<file path="src/rtl/carregador_pkg.sv">
// Shared types for the SAP-1 boot loader: FSM state codes, fault codes and depth helper.
package carregador_pkg;

  localparam logic [2:0] IDLE   = 3'd0;
  localparam logic [2:0] LEN    = 3'd1;
  localparam logic [2:0] DATA   = 3'd2;
  localparam logic [2:0] CSUM   = 3'd3;
  localparam logic [2:0] RUN    = 3'd4;
  localparam logic [2:0] HALTED = 3'd5;
  localparam logic [2:0] FAULT  = 3'd6;

  typedef enum logic [1:0] {
    ERR_NONE    = 2'b00,
    ERR_LEN     = 2'b01,
    ERR_CSUM    = 2'b10,
    ERR_TIMEOUT = 2'b11
  } err_t;

  function automatic int depth_of(input int addr_w);
    return 1 << addr_w;
  endfunction

endpackage

</file>
<file path="src/rtl/contador_watchdog.sv">
// Run-time watchdog: 16-bit counter with clear/enable, flags expiry at TIMEOUT_CYCLES-1.
module contador_watchdog #(
  parameter int TIMEOUT_CYCLES = 1024
) (
  input  logic clock,
  input  logic reset,
  input  logic clear,
  input  logic enable,
  output logic expired
);

  logic [15:0] count_reg;

  assign expired = (count_reg == 16'(TIMEOUT_CYCLES - 1));

  // Parks at the expiry value so a stalled enable can never wrap back to zero.
  always_ff @(posedge clock) begin
    if (reset || clear)
      count_reg <= '0;
    else if (enable && !expired)
      count_reg <= count_reg + 1'b1;
  end

endmodule

</file>
<file path="src/rtl/carregador_programa.sv">
// SAP-1 boot sequencer: streams a program into RAM, releases the CPU, watches for HLT.
// Optional checksum byte after the data is enabled by defining CARREGADOR_CHECKSUM_EN.
module carregador_programa
  import carregador_pkg::*;
#(
  parameter int ADDR_W         = 4,
  parameter int DATA_W         = 8,
  parameter int TIMEOUT_CYCLES = 1024
) (
  input  logic              clock,
  input  logic              reset,
  input  logic              start,
  input  logic              in_valid,
  input  logic [DATA_W-1:0] in_data,
  output logic              in_ready,
  output logic              ram_we,
  output logic [ADDR_W-1:0] ram_addr,
  output logic [DATA_W-1:0] ram_wdata,
  input  logic              cpu_halt,
  output logic              cpu_reset,
  output logic              busy,
  output logic              done,
  output logic [1:0]        error
);

  localparam int DEPTH = depth_of(ADDR_W);
  localparam logic [ADDR_W:0] DEPTH_CNT = (ADDR_W + 1)'(DEPTH);
  localparam logic [ADDR_W:0] ONE_CNT   = (ADDR_W + 1)'(1);

  logic [2:0]        state_reg, state_next;
  logic [ADDR_W-1:0] addr_reg, addr_next;
  logic [ADDR_W:0]   count_reg, count_next;
  logic              ram_we_reg, ram_we_next;
  logic [ADDR_W-1:0] ram_addr_reg, ram_addr_next;
  logic [DATA_W-1:0] ram_wdata_reg, ram_wdata_next;
  logic              done_reg, done_next;
  err_t              error_reg, error_next;
  logic              in_ready_reg, busy_reg, cpu_reset_reg;
  logic              transfer, wd_expired;
`ifdef CARREGADOR_CHECKSUM_EN
  logic [DATA_W-1:0] sum_reg, sum_next, csum_total;
  assign csum_total = sum_reg + in_data;
`endif

  assign transfer  = in_valid & in_ready_reg;
  assign in_ready  = in_ready_reg;
  assign ram_we    = ram_we_reg;
  assign ram_addr  = ram_addr_reg;
  assign ram_wdata = ram_wdata_reg;
  assign cpu_reset = cpu_reset_reg;
  assign busy      = busy_reg;
  assign done      = done_reg;
  assign error     = error_reg;

  contador_watchdog #(.TIMEOUT_CYCLES(TIMEOUT_CYCLES)) u_watchdog (
    .clock   (clock),
    .reset   (reset),
    .clear   (state_reg != RUN),
    .enable  (state_reg == RUN),
    .expired (wd_expired)
  );

  always_comb begin
    state_next     = state_reg;
    addr_next      = addr_reg;
    count_next     = count_reg;
    ram_we_next    = 1'b0;
    ram_addr_next  = ram_addr_reg;
    ram_wdata_next = ram_wdata_reg;
    done_next      = done_reg;
    error_next     = error_reg;
`ifdef CARREGADOR_CHECKSUM_EN
    sum_next       = sum_reg;
`endif
    case (state_reg)
      IDLE, HALTED, FAULT: begin
        if (start) begin
          state_next = LEN;
          addr_next  = '0;
          done_next  = 1'b0;
          error_next = ERR_NONE;
        end
      end
      LEN: begin
        if (transfer) begin
          // A zero length byte stands for a full RAM image.
          if (int'(in_data) > DEPTH) begin
            state_next = FAULT;
            error_next = ERR_LEN;
          end else begin
            state_next = DATA;
            count_next = (in_data == '0) ? DEPTH_CNT : (ADDR_W + 1)'(in_data);
          end
`ifdef CARREGADOR_CHECKSUM_EN
          sum_next = in_data;
`endif
        end
      end
      DATA: begin
        if (transfer) begin
          ram_we_next    = 1'b1;
          ram_addr_next  = addr_reg;
          ram_wdata_next = in_data;
          addr_next      = addr_reg + 1'b1;
          count_next     = count_reg - 1'b1;
`ifdef CARREGADOR_CHECKSUM_EN
          sum_next = sum_reg + in_data;
          if (count_reg == ONE_CNT)
            state_next = CSUM;
`else
          if (count_reg == ONE_CNT)
            state_next = RUN;
`endif
        end
      end
`ifdef CARREGADOR_CHECKSUM_EN
      CSUM: begin
        if (transfer) begin
          if (csum_total == '0) begin
            state_next = RUN;
          end else begin
            state_next = FAULT;
            error_next = ERR_CSUM;
          end
        end
      end
`endif
      RUN: begin
        // Halt takes priority over a watchdog expiry in the same cycle.
        if (cpu_halt) begin
          state_next = HALTED;
          done_next  = 1'b1;
        end else if (wd_expired) begin
          state_next = FAULT;
          error_next = ERR_TIMEOUT;
        end
      end
      default: state_next = IDLE;
    endcase
  end

  always_ff @(posedge clock) begin
    if (reset) begin
      state_reg     <= IDLE;
      addr_reg      <= '0;
      count_reg     <= '0;
      ram_we_reg    <= 1'b0;
      ram_addr_reg  <= '0;
      ram_wdata_reg <= '0;
      done_reg      <= 1'b0;
      error_reg     <= ERR_NONE;
      in_ready_reg  <= 1'b0;
      busy_reg      <= 1'b0;
      cpu_reset_reg <= 1'b1;
`ifdef CARREGADOR_CHECKSUM_EN
      sum_reg       <= '0;
`endif
    end else begin
      state_reg     <= state_next;
      addr_reg      <= addr_next;
      count_reg     <= count_next;
      ram_we_reg    <= ram_we_next;
      ram_addr_reg  <= ram_addr_next;
      ram_wdata_reg <= ram_wdata_next;
      done_reg      <= done_next;
      error_reg     <= error_next;
      // Status outputs are decoded from the next state so they line up with state_reg.
      in_ready_reg  <= (state_next == LEN) || (state_next == DATA) || (state_next == CSUM);
      busy_reg      <= (state_next == LEN) || (state_next == DATA) ||
                       (state_next == CSUM) || (state_next == RUN);
      cpu_reset_reg <= !((state_next == RUN) || (state_next == HALTED));
`ifdef CARREGADOR_CHECKSUM_EN
      sum_reg       <= sum_next;
`endif
    end
  end

endmodule

</file>
<file path="config.mk">
export PLATFORM = sky130hd
export DESIGN_NAME = carregador_programa
export DESIGN_NICKNAME = d
export VERILOG_FILES = /design/src/rtl/carregador_pkg.sv /design/src/rtl/contador_watchdog.sv /design/src/rtl/carregador_programa.sv
export SDC_FILE = /design/constraint.sdc
export NUM_CORES = 1
export LEC_CHECK = 0
export CAP_MARGIN = 25
export CORE_MARGIN = 2
export CORE_UTILIZATION = 36
export CTS_BUF_LIST = sky130_fd_sc_hd__clkbuf_4 sky130_fd_sc_hd__clkbuf_8
export DETAILED_ROUTE_END_ITERATION = 10
export GPL_TIMING_DRIVEN = 0
export PLACE_DENSITY_LB_ADDON = 0.3
export SYNTH_ARGS = -nofsm -noshare
export SYNTH_HDL_FRONTEND = slang
export SYNTH_HIERARCHICAL = 1
export SYNTH_SLANG_ARGS = --single-unit
</file>
<file path="constraint.sdc">
create_clock -name clock -period 6.05 [get_ports clock]
set_input_delay 0.605 -clock clock [delete_from_list [all_inputs] [get_ports clock]]
set_output_delay 0.605 -clock clock [all_outputs]
set_load 0.02 [all_outputs]
</file>
==> impl_results.rst <==
.. list-table::
   :header-rows: 1

   * - Metric
     - Value
   * - Run status
     - finished, final reports clean
   * - Post-CTS Setup Inserts
     - 0
   * - Detail-routed via count per cell
     - 5.43
   * - Path type of the worst setup path
     - register to register
   * - Detail-routed net length per standard cell
     - 13.9 um
   * - Required time at the worst-slack endpoint
     - 6310 ps
   * - Routed length on met2
     - 2560 um
   * - Total clock sinks
     - 47
   * - Count of inserted antenna diode cells
     - 0
   * - Pin count of the biggest net entering global routing
     - 15
   * - Multiplexer area fraction after synthesis
     - 0.842%
   * - Unrepaired setup endpoints after global routing
     - false
   * - Die extent in y
     - 85.3 um
   * - Critical path's slowest cell
     - sky130_fd_sc_hd__or4_4
   * - Number of H-tree levels
     - 2
   * - Power density of the placed cells
     - 209 nW/um^2
   * - Post-route ant nets
     - 0
   * - IR drop worst, VDD
     - 0.000109 V
   * - Overall via count from detail_route
     - 2166
   * - Avg Inst Size Synth
     - 8.40 sq um
   * - Clock root buffer
     - sky130_fd_sc_hd__clkbuf_8
   * - Antenna violations before repair
     - 0
   * - Vias in the first global route
     - 2066
   * - Count of nets after finishing
     - 338
   * - Achievable Freq
     - 409 MHz
   * - Row cnt
     - 29
   * - Topmost layer with routed signal wires
     - met4
   * - Area of the mapped netlist
     - 2380 sq um
   * - Minimum setup slack among reg-to-reg paths
     - 3600 ps
   * - Syn Inst Count
     - 283
   * - Layout cell share with drive strength beyond 1
     - 10.6%
   * - Finished Layout Cells
     - 399
   * - First-pass GRT wire length
     - 9630 um
   * - Initial standard-cell utilization of the core
     - 37.2%
   * - Adder-cell area share of the yosys netlist
     - 2.11%
   * - Port Buf Inserts
     - 31
   * - Worst EP arrival
     - 2700 ps
   * - Number of failing hold endpoints at the final stage
     - 0
   * - Most common cell after layout, fill and taps aside
     - sky130_fd_sc_hd__dfxtp_1
   * - I/O Pins
     - 32
   * - Tot GR Track Use
     - 16.2%
   * - Critical path startpoint category
     - register
   * - Clock slew at reported path FFs
     - 90 ps
   * - HPWL reported at the end of detailed placement
     - 4020 um
   * - Clock latency on the worst-skew pair
     - 310 ps
   * - Slew Limit Fails
     - 0
   * - Yosys warning total
     - 6
   * - Number of gates resized after cts
     - 0
   * - Number of different library cells in the post-synthesis netlist
     - 63
   * - Final TNS setup
     - 0 ps
   * - Total wirelength of the detailed-routed design
     - 5540 um
   * - Capturing element type of the critical path
     - register
   * - Largest register FFs
     - 16
   * - Cts hold-fix bufs
     - 0
   * - Area share of the leading cell type in the synthesized netlist
     - 39.6%
   * - Static leakage power
     - 0.000975 uW
   * - Share of synthesized cell area in and, or, nand and nor gates
     - 28.8%
   * - Wire length on met1
     - 2670 um
   * - Clock tree from TritonCTS
     - built
   * - Cells along the critical path
     - or4_4, nor4_4, mux2i_1, o221ai_1, nand3_1, a311o_1, nand2_1
   * - Most frequent cells in the layout
     - sky130_fd_sc_hd__dfxtp_1 (47), sky130_fd_sc_hd__nand2_1 (43), sky130_fd_sc_hd__clkdlybuf4s50_1 (31)
   * - Crit Path Max Fanout
     - 7
   * - Worst min-delay path category
     - register to register
   * - Total DRC errors in the routed layout
     - 0
   * - Number of enable flip-flop cells after synthesis
     - 0
   * - Remaining global-route overflow
     - 0
   * - Slew at the pin with the worst max-slew slack
     - 623 ps
   * - Cell count after placement
     - 391
   * - FF+latch count, synth
     - 47
   * - Core area
     - 6390 sq um
   * - Die Area
     - 7270 sq um
   * - Count of max-cap constraint violations
     - 0
   * - Number of search-and-repair iterations in the first detailed-routing pass
     - 4
   * - Count of buffer and inverter cells on the critical path
     - 0
   * - Routed wl met3
     - 238 um
   * - Share of the cycle needed by the critical path after routing
     - 40.4%
   * - Period minus WS final
     - 2450 ps
   * - Largest area contributor in the netlist
     - sky130_fd_sc_hd__dfxtp_1
   * - Placer Congestion
     - 0.831
   * - Synthesized Nets
     - 300
   * - Horizontal die dimension
     - 85.3 um
   * - Synth async-reset ratio
     - 0%
   * - Share of the synthesized area in compound gates (AO/OA/AOI/OAI)
     - 22.4%
   * - First DRT Iteration DRCs
     - 117
   * - Relative slew slack
     - 58.2%
   * - Number of setup violations in the final report
     - 0
   * - Critical Path Max Stage Delay
     - 600 ps
   * - Portion of the post-synthesis area used by sequential elements
     - 39.6%
   * - Synth-to-layout area growth
     - 21.3%
   * - Post-synthesis xor/xnor area fraction
     - 2.21%
   * - Ranking of synthesized cells by area
     - sky130_fd_sc_hd__dfxtp_1 (40%), sky130_fd_sc_hd__nand2_1 (6.8%), sky130_fd_sc_hd__a21oi_1 (6.1%)
   * - Cell family with the largest share of critical-path delay
     - simple AND/OR/NAND/NOR gates
   * - Setup skew after layout
     - 14.1 ps
   * - Dominant combinational cell family by area after synthesis
     - simple AND/OR/NAND/NOR gates
   * - Cts bufs inserted
     - 5
   * - Max clock buf depth
     - 2
   * - Ys flop type
     - sky130_fd_sc_hd__dfxtp_1
==> metal layers <==
metal / up-vias / track usage [%]
met3: 10 / 4.47
met1: 1006 / 21.7
li1: 1111 / -
met4: 0 / 4.18
met2: 39 / 25.9
met5: - / 0
==> cells by family (layout without fill, tap and decap cells) <==
kind of cell,after synthesis,count (layout)
AND/OR/NAND/NOR,128,128
AO/OA/AOI/OAI,76,76
flip-flops,47,47
buffers and inverters,20,59
XOR/XNOR,6,6
adder cells (fa/ha/maj),4,4
multiplexers,2,2
==> area by class of cell <==
cell class | instances | area [sq um]
Fill cell | 654 | 3500
Buffer | 11 | 61.3
Multi-Input combinational cell | 216 | 1340
Timing Repair Buffer | 31 | 310
Clock buffer | 7 | 90.1
Clock inverter | 1 | 8.76
Tap cell | 77 | 96.3
Sequential cell | 47 | 941
Inverter | 9 | 33.8
==> worst paths after layout <==
kind               to                     start  depth (start not counted)
max              busy  u_watchdog/count_reg[10]                          7
min          error[0]                  error[0]                          2
max reg2reg      busy  u_watchdog/count_reg[10]                          7
min reg2reg  error[0]                  error[0]                          2
==> metrics by stage <==
step	area, sq um	hold WS (ps)	total power (uW)	setup WS, ps	util (%)
floorplan	2380	437	371	3910	-
global placement	2780	439	399	3480	43.6
detailed placement	2780	446	400	3460	43.6
CTS	2880	460	610	3580	45.1
global route	2880	488	631	3230	45.1
finish	2880	457	602	3600	45.1
==> cells in the mapped netlist (2+ instances only) <==
cell type / instances
sky130_fd_sc_hd__nand2_1: 43
sky130_fd_sc_hd__or3_1: 3
sky130_fd_sc_hd__nand4_1: 3
sky130_fd_sc_hd__a31oi_1: 4
sky130_fd_sc_hd__clkbuf_1: 3
sky130_fd_sc_hd__or3_2: 3
sky130_fd_sc_hd__xor2_1: 3
sky130_fd_sc_hd__nor3_1: 4
sky130_fd_sc_hd__nor2_1: 24
sky130_fd_sc_hd__or4_1: 3
sky130_fd_sc_hd__o21bai_1: 2
sky130_fd_sc_hd__nor2b_1: 2
sky130_fd_sc_hd__dfxtp_1: 47
sky130_fd_sc_hd__ha_1: 4
sky130_fd_sc_hd__inv_1: 9
sky130_fd_sc_hd__nand3_1: 13
sky130_fd_sc_hd__xnor2_1: 3
sky130_fd_sc_hd__o21ai_0: 14
sky130_fd_sc_hd__a21oi_1: 29
sky130_fd_sc_hd__or3b_1: 2
sky130_fd_sc_hd__nand3b_1: 2
sky130_fd_sc_hd__o41ai_1: 2
sky130_fd_sc_hd__o311ai_0: 3
sky130_fd_sc_hd__a41o_1: 3
sky130_fd_sc_hd__or2_2: 3
sky130_fd_sc_hd__and3_1: 3
sky130_fd_sc_hd__mux2i_1: 2
sky130_fd_sc_hd__nand2b_1: 2
sky130_fd_sc_hd__nor4_1: 4
sky130_fd_sc_hd__o211ai_1: 4
sky130_fd_sc_hd__buf_2: 5
==> power by group <==
part           switching [uW]  leakage, uW  internal (uW)
combinational            39.5     0.000543           32.1
sequential               5.52     0.000380            316
clock                     111    0.0000519           98.4
==> worst min-delay path: stages (launching register included) <==
cell,delay [ps]
sky130_fd_sc_hd__dfxtp_1,320
sky130_fd_sc_hd__inv_1,50
sky130_fd_sc_hd__a21oi_1,50
Power figures use the tool's default switching activity.
